File: config.mk
export PLATFORM = sky130hd
export DESIGN_NAME = pipe_hazard_ctrl
export DESIGN_NICKNAME = d
export VERILOG_FILES = /design/src/rtl/pipe_ctrl_pkg.sv /design/src/rtl/hazard_shadow_stage.sv /design/src/rtl/pipe_hazard_ctrl.sv
export SDC_FILE = /design/constraint.sdc
export NUM_CORES = 1
export LEC_CHECK = 0
export BUFFER_PORTS_ARGS = -buffer_cell sky130_fd_sc_hd__buf_2
export CORE_UTILIZATION = 45
export CTS_CLUSTER_SIZE = 10
export DETAILED_ROUTE_END_ITERATION = 10
export PLACE_DENSITY_LB_ADDON = 0.1
export SKIP_CTS_REPAIR_TIMING = 1
export SYNTH_ARGS = -nofsm -noshare
export SYNTH_HDL_FRONTEND = slang
export SYNTH_SLANG_ARGS = --single-unit
File: constraint.sdc
create_clock -name clk -period 3.8 [get_ports clk]
set_input_delay 0.19 -clock clk [delete_from_list [all_inputs] [get_ports clk]]
set_output_delay 0.19 -clock clk [all_outputs]
set_load 0.02 [all_outputs]
File: src/rtl/pipe_ctrl_pkg.sv
// -----------------------------------------------------------------------------
// pipe_ctrl_pkg
// Shared definitions for the pipeline hazard/forwarding controller.
//   - FWD_REGFILE   : forwarding-select code meaning "use the ID/EX value"
//   - shadow-entry flag field widths and bit positions (rd width is a
//     parameter of the users, so only the flag fields live here)
//   - squash vector bit positions
//   - ctrl_mode_e   : decoded per-cycle control mode of the controller
//   - fwd_code()    : maps a matching shadow stage to a forwarding select
// -----------------------------------------------------------------------------
package pipe_ctrl_pkg;

    localparam int FWD_REGFILE  = 0;

    // Shadow entry flags: {mem_read, reg_write, valid}
    localparam int SH_FLAG_W    = 3;
    localparam int SH_VALID_BIT = 0;
    localparam int SH_RW_BIT    = 1;
    localparam int SH_MR_BIT    = 2;

    // squash[SQ_IF_ID] clears IF/ID; squash[k] (k >= 1) clears stage-k control.
    localparam int SQ_IF_ID     = 0;

    typedef enum logic [2:0] {
        MODE_OFF,     // disabled or in reset: every enable low
        MODE_FREEZE,  // data memory wait: whole pipe holds
        MODE_FLUSH,   // taken branch: squash younger instructions
        MODE_STALL,   // data hazard: hold PC/IF-ID, bubble into EX
        MODE_RUN      // normal advance
    } ctrl_mode_e;

    // A match in stage s (1..stages-1) forwards the result leaving stage s+1.
    // A WB-stage match is covered by the register file; no match uses ID/EX.
    function automatic int fwd_code(input int stage, input int stages);
        if (stage > 0 && stage < stages) begin
            return stage;
        end
        return FWD_REGFILE;
    endfunction

endpackage

File: src/rtl/hazard_shadow_stage.sv
// -----------------------------------------------------------------------------
// hazard_shadow_stage
// One entry of the destination shadow pipeline (valid, rd, reg_write,
// mem_read). Loads on 'load', holds otherwise; 'clear' together with 'load'
// loads the entry with valid forced low (bubble / squash).
// Ports:
//   clk, arst_n          clock, asynchronous active-low reset
//   load                 advance enable
//   clear                kill the entry being loaded
//   in_flags / in_rd     entry coming from the previous stage (or ID)
//   out_flags / out_rd   registered entry
// -----------------------------------------------------------------------------
module hazard_shadow_stage
    import pipe_ctrl_pkg::*;
#(
    parameter int REG_ADDR_W = 5
) (
    input  logic                  clk,
    input  logic                  arst_n,
    input  logic                  load,
    input  logic                  clear,
    input  logic [SH_FLAG_W-1:0]  in_flags,
    input  logic [REG_ADDR_W-1:0] in_rd,
    output logic [SH_FLAG_W-1:0]  out_flags,
    output logic [REG_ADDR_W-1:0] out_rd
);

    logic [SH_FLAG_W-1:0]  flags_q, flags_d;
    logic [REG_ADDR_W-1:0] rd_q, rd_d;

    always_comb begin
        flags_d = flags_q;
        rd_d    = rd_q;
        if (load) begin
            flags_d = in_flags;
            rd_d    = in_rd;
            if (clear) begin
                flags_d[SH_VALID_BIT] = 1'b0;
            end
        end
    end

    always_ff @(posedge clk or negedge arst_n) begin
        if (!arst_n) begin
            flags_q <= '0;
            rd_q    <= '0;
        end else begin
            flags_q <= flags_d;
            rd_q    <= rd_d;
        end
    end

    assign out_flags = flags_q;
    assign out_rd    = rd_q;

endmodule

File: src/rtl/pipe_hazard_ctrl.sv
// -----------------------------------------------------------------------------
// pipe_hazard_ctrl
// Hazard and forwarding controller for the pipelined RISC-V core. Tracks the
// destination info of the instructions in EX..WB in a shadow pipeline and,
// from the ID-stage decode, produces stall/bubble/squash/freeze controls and
// registered forwarding selects for the instruction entering EX.
// Ports:
//   clk, arst_n                 clock, asynchronous active-low reset
//   enable                      global run (0: everything holds, outputs 0)
//   id_*                        ID-stage decode (valid, sources, rd, flags)
//   branch_taken                taken branch resolved in stage BR_STAGE
//   mem_ready                   data memory ready (0 freezes the pipe)
//   pc_write, if_id_write       front-end enables
//   id_ex_bubble                zero the ID/EX control
//   squash[BR_STAGE-1:0]        bit0 IF/ID, bit k stage-k control
//   pipe_en                     enable for ID/EX and later registers
//   fwd_sel_a/b                 EX operand source (0 = ID/EX value)
//   stall_cnt, flush_cnt        saturating performance counters
// -----------------------------------------------------------------------------
module pipe_hazard_ctrl
    import pipe_ctrl_pkg::*;
#(
    parameter int REG_ADDR_W     = 5,
    parameter int STAGES         = 3,
    parameter int LOAD_LAT       = 1,
    parameter int BR_STAGE       = 2,
    parameter int REGFILE_BYPASS = 1,
    parameter int CNT_W          = 32,
    parameter int SEL_W          = $clog2(STAGES)
) (
    input  logic                  clk,
    input  logic                  arst_n,
    input  logic                  enable,
    input  logic                  id_valid,
    input  logic [REG_ADDR_W-1:0] id_rs1,
    input  logic [REG_ADDR_W-1:0] id_rs2,
    input  logic                  id_rs1_used,
    input  logic                  id_rs2_used,
    input  logic [REG_ADDR_W-1:0] id_rd,
    input  logic                  id_reg_write,
    input  logic                  id_mem_read,
    input  logic                  branch_taken,
    input  logic                  mem_ready,
    output logic                  pc_write,
    output logic                  if_id_write,
    output logic                  id_ex_bubble,
    output logic [BR_STAGE-1:0]   squash,
    output logic                  pipe_en,
    output logic [SEL_W-1:0]      fwd_sel_a,
    output logic [SEL_W-1:0]      fwd_sel_b,
    output logic [CNT_W-1:0]      stall_cnt,
    output logic [CNT_W-1:0]      flush_cnt
);

    logic [SH_FLAG_W-1:0]  sh_flags [1:STAGES];
    logic [REG_ADDR_W-1:0] sh_rd    [1:STAGES];

    ctrl_mode_e mode;
    logic       run;
    logic       flush;
    logic       bubble;

    int         stg_a, stg_b;
    logic       ld_a, ld_b;
    logic       stall_a, stall_b;
    logic       data_stall;

    logic [SEL_W-1:0] fwd_sel_a_q, fwd_sel_a_d;
    logic [SEL_W-1:0] fwd_sel_b_q, fwd_sel_b_d;
    logic [CNT_W-1:0] stall_cnt_q, stall_cnt_d;
    logic [CNT_W-1:0] flush_cnt_q, flush_cnt_d;

    // ------------------------------------------------------------------
    // Shadow pipeline: stage 1 = EX ... stage STAGES = WB
    // ------------------------------------------------------------------
    genvar gi;
    generate
        for (gi = 1; gi <= STAGES; gi++) begin : g_stage
            logic [SH_FLAG_W-1:0]  in_flags;
            logic [REG_ADDR_W-1:0] in_rd;
            logic                  clear;

            if (gi == 1) begin : g_from_id
                always_comb begin
                    in_flags               = '0;
                    in_flags[SH_VALID_BIT] = id_valid;
                    in_flags[SH_RW_BIT]    = id_reg_write;
                    in_flags[SH_MR_BIT]    = id_mem_read;
                end
                assign in_rd = id_rd;
                // A bubble or a flush drops the ID instruction.
                assign clear = bubble | flush;
            end else begin : g_from_prev
                // Instructions in stages 1..BR_STAGE-1 are younger than the
                // resolving branch; they are killed as they advance.
                localparam bit KILL_ON_FLUSH = (gi <= BR_STAGE);
                assign in_flags = sh_flags[gi-1];
                assign in_rd    = sh_rd[gi-1];
                assign clear    = flush & KILL_ON_FLUSH;
            end

            hazard_shadow_stage #(
                .REG_ADDR_W (REG_ADDR_W)
            ) u_stage (
                .clk       (clk),
                .arst_n    (arst_n),
                .load      (pipe_en),
                .clear     (clear),
                .in_flags  (in_flags),
                .in_rd     (in_rd),
                .out_flags (sh_flags[gi]),
                .out_rd    (sh_rd[gi])
            );
        end
    endgenerate

    // ------------------------------------------------------------------
    // Source match: scanning oldest to youngest leaves the youngest hit.
    // ------------------------------------------------------------------
    always_comb begin
        stg_a = 0;
        stg_b = 0;
        ld_a  = 1'b0;
        ld_b  = 1'b0;
        for (int s = STAGES; s >= 1; s--) begin
            if (sh_flags[s][SH_VALID_BIT] && sh_flags[s][SH_RW_BIT]) begin
                if (id_valid && id_rs1_used && (id_rs1 != '0) && (sh_rd[s] == id_rs1)) begin
                    stg_a = s;
                    ld_a  = sh_flags[s][SH_MR_BIT];
                end
                if (id_valid && id_rs2_used && (id_rs2 != '0) && (sh_rd[s] == id_rs2)) begin
                    stg_b = s;
                    ld_b  = sh_flags[s][SH_MR_BIT];
                end
            end
        end
    end

    // The ID instruction reaches EX one cycle later, when its producer sits in
    // stage s+1; a load result only exists from stage 2+LOAD_LAT on.
    assign stall_a = (stg_a != 0) &&
                     ((ld_a && (stg_a + 1 < 2 + LOAD_LAT)) ||
                      ((REGFILE_BYPASS == 0) && (stg_a == STAGES)));
    assign stall_b = (stg_b != 0) &&
                     ((ld_b && (stg_b + 1 < 2 + LOAD_LAT)) ||
                      ((REGFILE_BYPASS == 0) && (stg_b == STAGES)));
    assign data_stall = stall_a | stall_b;

    // ------------------------------------------------------------------
    // Mode decode (reset and enable gate every combinational output)
    // ------------------------------------------------------------------
    always_comb begin
        run  = enable & arst_n;
        mode = MODE_RUN;
        if (!run) begin
            mode = MODE_OFF;
        end else if (!mem_ready) begin
            mode = MODE_FREEZE;
        end else if (branch_taken) begin
            mode = MODE_FLUSH;
        end else if (data_stall) begin
            mode = MODE_STALL;
        end
    end

    always_comb begin
        pc_write     = 1'b0;
        if_id_write  = 1'b0;
        id_ex_bubble = 1'b0;
        pipe_en      = 1'b0;
        squash       = '0;
        case (mode)
            MODE_RUN: begin
                pc_write    = 1'b1;
                if_id_write = 1'b1;
                pipe_en     = 1'b1;
            end
            MODE_FLUSH: begin
                pc_write    = 1'b1;
                if_id_write = 1'b1;
                pipe_en     = 1'b1;
                for (int k = SQ_IF_ID; k < BR_STAGE; k++) begin
                    squash[k] = 1'b1;
                end
            end
            MODE_STALL: begin
                id_ex_bubble = 1'b1;
                pipe_en      = 1'b1;
            end
            default: begin
            end
        endcase
    end

    assign flush  = (mode == MODE_FLUSH);
    assign bubble = (mode == MODE_STALL);

    // ------------------------------------------------------------------
    // Forwarding selects and counters
    // ------------------------------------------------------------------
    always_comb begin
        fwd_sel_a_d = fwd_sel_a_q;
        fwd_sel_b_d = fwd_sel_b_q;
        if (pipe_en) begin
            if (bubble || flush) begin
                fwd_sel_a_d = '0;
                fwd_sel_b_d = '0;
            end else begin
                fwd_sel_a_d = SEL_W'(fwd_code(stg_a, STAGES));
                fwd_sel_b_d = SEL_W'(fwd_code(stg_b, STAGES));
            end
        end

        stall_cnt_d = stall_cnt_q;
        if (((mode == MODE_FREEZE) || (mode == MODE_STALL)) && (stall_cnt_q != '1)) begin
            stall_cnt_d = stall_cnt_q + CNT_W'(1);
        end

        flush_cnt_d = flush_cnt_q;
        if (flush && (flush_cnt_q != '1)) begin
            flush_cnt_d = flush_cnt_q + CNT_W'(1);
        end
    end

    always_ff @(posedge clk or negedge arst_n) begin
        if (!arst_n) begin
            fwd_sel_a_q <= '0;
            fwd_sel_b_q <= '0;
            stall_cnt_q <= '0;
            flush_cnt_q <= '0;
        end else begin
            fwd_sel_a_q <= fwd_sel_a_d;
            fwd_sel_b_q <= fwd_sel_b_d;
            stall_cnt_q <= stall_cnt_d;
            flush_cnt_q <= flush_cnt_d;
        end
    end

    assign fwd_sel_a = fwd_sel_a_q;
    assign fwd_sel_b = fwd_sel_b_q;
    assign stall_cnt = stall_cnt_q;
    assign flush_cnt = flush_cnt_q;

endmodule
=== Yosys cells after proc, flatten, opt, wreduce, memory -nomap -nowiden ===
Cells that the tools add are included.

* Flip-flop bits (word level): 92
* Input port bits: 25
* Output and inout port bits: 74
* Word-level logic and storage cells: 110

* Add/sub/neg operators: 4
* Order comparisons: 6
* Equal/unequal tests: 12
* Muxes and demuxes: 46
* Bitwise operators: 3
* Reduce and logical (&&, ||, !) cells: 29

{| class="wikitable"
|+ Operators with widths
! cell !! number
|-
| 32-bit 2-to-1 mux || 8
|-
| 32-bit by 3-bit less-than comparator with 1-bit output (second input constant) || 4
|-
| 32-bit by 1-bit adder with 32-bit output (second input constant) || 2
|-
| 32-bit by 2-bit adder with 32-bit output (second input constant) || 2
|-
| 32-bit by 1-bit > comparator with 1-bit output (second input constant) || 2
|-
| 32-bit inequality test (second input constant) || 2
|-
| 32-bit nonzero test || 2
|-
| 5-bit equality test || 6
|-
| 1-bit 2-to-1 mux || 23
|-
| 2-bit 2-to-1 mux || 11
|-
| 1-bit logical AND || 21
|-
| 3-bit 2-to-1 mux || 4
|-
| 5-bit nonzero test || 2
|-
| 3-bit by 2-bit equality test with 1-bit output (second input constant) || 2
|-
| 3-bit by 1-bit equality test with 1-bit output (second input constant) || 1
|-
| 3-bit equality test (second input constant) || 1
|-
| 3-bit OR reduction || 1
|-
| 1-bit logical OR || 2
|-
| 1-bit OR || 2
|-
| 2-bit OR reduction || 1
|-
| 1-bit AND || 1
|}

=== Longest topological paths before layout ===
* Depth after elaboration: 24
* Mapped depth: 8

=== Modules after synthesis ===
From an unflattened synthesis, not the netlist that was laid out.

* Cells, all modules: 385
* Area total of the unflattened synthesis: 4152.7 um2

{| class="wikitable"
|+ Modules (own cells, without submodules)
! module !! times used !! cells each !! area each (um2)
|-
| pipe_hazard_ctrl || 1 || 347 || 3487.1
|-
| hazard_shadow_stage || 2 || 19 || 332.8
|}

=== Worst setup path before layout ===
Ideal clock, no wire load.

* Path kind: reg2reg
* From: register stall_cnt_q[6] (netlist: stall_cnt[6])
* To: register stall_cnt_q[27] (netlist: stall_cnt[27])
* Setup time: 80 ps
* Arrival time: 1935 ps
* Data required time: 3720 ps
* Path slack: 1786 ps
* Stages on the path, launching flop included: 7
* Cell sequence: dfrtp_1 nand4_2 or4_4 a2111oi_4 o21ai_2 nor2_1 xor2_1

* Longest elaborated chain between the ends: 2
* Elaborated cells on any way between the ends: 3

{| class="wikitable"
|+ Ends and longest elaborated chain
! element !! line !! text
|-
| from (decl) || pipe_hazard_ctrl.sv:70 || <nowiki>logic [CNT_W-1:0] stall_cnt_q, stall_cnt_d;</nowiki>
|-
| from (signal assigned) || pipe_hazard_ctrl.sv:234 || <nowiki>stall_cnt_q <= stall_cnt_d;</nowiki>
|-
| parallel branches: the longest is 2 deep, another holds 32-bit by 1-bit adder with 32-bit output || -- ||
|}

Several ways; the timed one is not identified.
A chain may end at the register's enable or synchronous reset.

=== Worst setup path in the final report ===
* From: input port arst_n
* To: output port id_ex_bubble

* Longest elaborated chain between the ends: 4

{| class="wikitable"
|+ Ends and longest elaborated chain
! element !! line !! text
|-
| from (decl) || pipe_hazard_ctrl.sv:32 || <nowiki>input logic arst_n,</nowiki>
|-
| 1-bit AND || pipe_hazard_ctrl.sv:153 || <nowiki>run = enable & arst_n;</nowiki>
|-
| 3-bit 2-to-1 mux || pipe_hazard_ctrl.sv:155 || <nowiki>if (!run) begin</nowiki>
|-
| 3-bit by 2-bit equality test with 1-bit output || pipe_hazard_ctrl.sv:172 || <nowiki>case (mode)</nowiki>
|-
| 1-bit 2-to-1 mux || pipe_hazard_ctrl.sv:172 ||
|-
| to (decl) || pipe_hazard_ctrl.sv:46 || <nowiki>output logic id_ex_bubble,</nowiki>
|}

Every way passes these cells.

==> out/results.txt <==
WHS = 0.02818 ns
RSZ-0062 raised after global routing = no
H-tree depth = 3
Pins Over Slew Limit = 0
Synthesized Nets = 447
leakage = 2.564 nW
Max Fanout on Critical Path = 40
Most used DFF post-synth = dfrtp_1
FILL cells = 863
DRC viols = 0
IO Pins = 99
die width = 99.23 microns
Commonest cells post-synth = 83 x dfrtp_1, 75 x nand2_1, 49 x xnor2_1, 30 x xor2_1
starting density of the core = 46.26%
number of synthesized flops with an enable pin = 0
post-synth top area cell = dfrtp_1
IO Port Bufs = 98
Max Cap Viol = 0
Post-Place Cells = 618
Power, Total = 0.002044 W
syn_area_per_cell = 10.13 sq um
clock latency on the worst-skew pair = 0.34 ns
initial antenna violation count = 0
remaining global-route overflow = 0
Layout area overhead = 18.97%
Post-Synthesis Cells = 420
Power Density = 403.8 nW/um^2
final worst slack = 1.134 ns
Num CTS Buffers = 9
Worst VDD drop = 0.2088 mV
cell with the most instances after synthesis = dfrtp_1
largest cells by area after synthesis = dfrtp_1 49%, xnor2_1 10%, nand2_1 6.6%
first-pass GRT wire length = 15.73 mm
initial DRC count = 92
Startpoint Class = input port
warnings from Yosys = 0
die height = 99.23 microns
Final Cycle Share = 70.15%
Worst Path Required = 3.61 ns
Tot GR Track Use = 20.09%
total negative slack = 0 ns
sequential fraction of the synthesis area = 48.82%
CP arrival = 2.48 ns
Distinct cells, synth = 46
Top delay family on crit path = buffers and inverters
WL/cell = 14.73 microns
GPL Wtd Cong = 0.8018
largest net degree at the start of global routing = 47
status = complete, no violations
Die Area = 9847 sq um
Setup CP Type = input port to primary output
max incr delay on CP = 0.55 ns
hpwl dp = 6.798 mm
Post-Layout Cell Count = 635
post-synthesis register bit count = 83
ys async rst share = 100.0%
pre-CTS WS = 1.415 ns
CP cell instances = dlygate4sd3_1 -> buf_4 -> and2_1 -> nand2_1 -> buf_4 -> inv_1 -> and3_1 -> buf_2
Fin. Hold Viols = 0
vias in the first global route = 3203
Syn Std Cell Area = 4254 sq um
Sink Count = 83
skew final = 0.01143 ns
Root Driver = clkbuf_8
minimum clock period = 2.666 ns
Synth top area share = 48.82%
final WL = 9.352 mm
Worst Tran Pin Value = 0.9484 ns
CTS max path bufs = 2
crit-path most repeated cell = buf_4
Peak Freq = 375.1 MHz
router iterations before antenna repair = 4
ant diodes = 0
CP endpoint kind = primary output
Reg clk slew, reported paths = 0.09 ns
proportion of layout cells with a drive suffix above 1 = 24.43%
via count = 3335
num rows = 35
post-route ant nets = 0
Slew Limit Headroom = 36.29%
final net count = 546
setup violators final = 0
Crit-path slowest cell = dlygate4sd3_1
CTS tree = done
CP bufs+invs = 5
Core Region = 9196 sq um
routed vias/inst = 5.252
worst min path class = input port to flip-flop
==> metal layers <==
metal	vias to the layer above	share of wire (%)	GRT usage (%)
li1	1660	-	-
met2	72	48	33.71
met4	0	1.4	7.353
met1	1592	47	26.58
met5	-	0	0
met3	11	3.6	2.811
==> worst paths after layout <==
check / startpoint / endpoint / slack (ns) / cells after the start
min reg2reg: g_stage[2].u_stage.out_flags[1]$_DFFE_PN0P_ / g_stage[2].u_stage.out_flags[1]$_DFFE_PN0P_ / 0.49 / 2
min in group asynchronous: arst_n / g_stage[1].u_stage.out_rd[1]$_DFFE_PN0P_ / 0.39 / 2
min: id_rd[0] / g_stage[1].u_stage.out_rd[0]$_DFFE_PN0P_ / 0.03 / 3
max reg2reg: g_stage[1].u_stage.out_rd[3]$_DFFE_PN0P_ / stall_cnt[12]$_DFFE_PN0P_ / 1.40 / 6
max in group asynchronous: arst_n / flush_cnt[18]$_DFFE_PN0P_ / 2.46 / 3
max: arst_n / id_ex_bubble / 1.13 / 8
==> cell families (layout without fill, tap and decap cells) <==
| group | count (synthesis) | after routing | synth area share [%] |
|---|---|---|---|
| xor gates and xnor gates | 79 | 79 | 16.26 |
| buffers and inverters | 18 | 122 | 2.000 |
| and+or+nand+nor | 213 | 213 | 27.24 |
| adders and majority gates | 2 | 2 | 0.5881 |
| AOI/OAI and AO/OA | 24 | 24 | 4.823 |
| DFF | 83 | 83 | 48.82 |
| muxes | 1 | 1 | 0.2647 |
==> sequential cells by signal, summed over array words and instances, names as in the netlist <==
name,flops
g_stage.u_stage.out_rd,10
fwd_sel_b,2
flush_cnt,32
fwd_sel_a,2
stall_cnt,32
g_stage.u_stage.out_flags,5
==> layout make-up <==
| class | count | area, sq um | area share [%] |
|---|---|---|---|
| clock buffer | 10 | 127.6 | 2.522 |
| clock inverter | 6 | 88.84 | 1.755 |
| inverter | 5 | 18.77 | 0.3708 |
| multi-input combinational | 319 | 2092 | 41.34 |
| sequential | 83 | 2077 | 41.04 |
| tap | 111 | 138.9 | 2.744 |
| timing repair buffer | 101 | 518.0 | 10.23 |
==> cell usage in the layout, fill, tap and decap left out, types with 10 or more instances in the layout <==
master	count
buf_2	97
nand3_1	28
and4_1	10
nor3_1	11
and3_1	13
nand2_1	75
nor2_1	23
xor2_1	30
nand4_1	28
dfrtp_1	83
xnor2_1	49
==> power breakdown <==
| part | switching (W) | total, W | leakage (nW) | internal, W |
|---|---|---|---|---|
| Sequential | 0.0000951 | 0.00104 | 1.12 | 0.000950 |
| Clock | 0.000321 | 0.000693 | 0.103 | 0.000372 |
| Combinational | 0.000183 | 0.000306 | 1.34 | 0.000123 |
==> through the flow <==
step           area (sq um)  utilization (%)
2_1_floorplan          4254                -
3_3_place_gp           4835            52.57
3_5_place_dp           4835            52.57
4_1_cts                5051            54.93
5_1_grt                5061            55.03
6_report               5061            55.03
==> tightest hold or removal path: cells and delay by family <==
family,cells,cell delay [ns]
simple gates,2,0.08
buf+inv,1,0.07
Power figures use the tool's default switching activity.
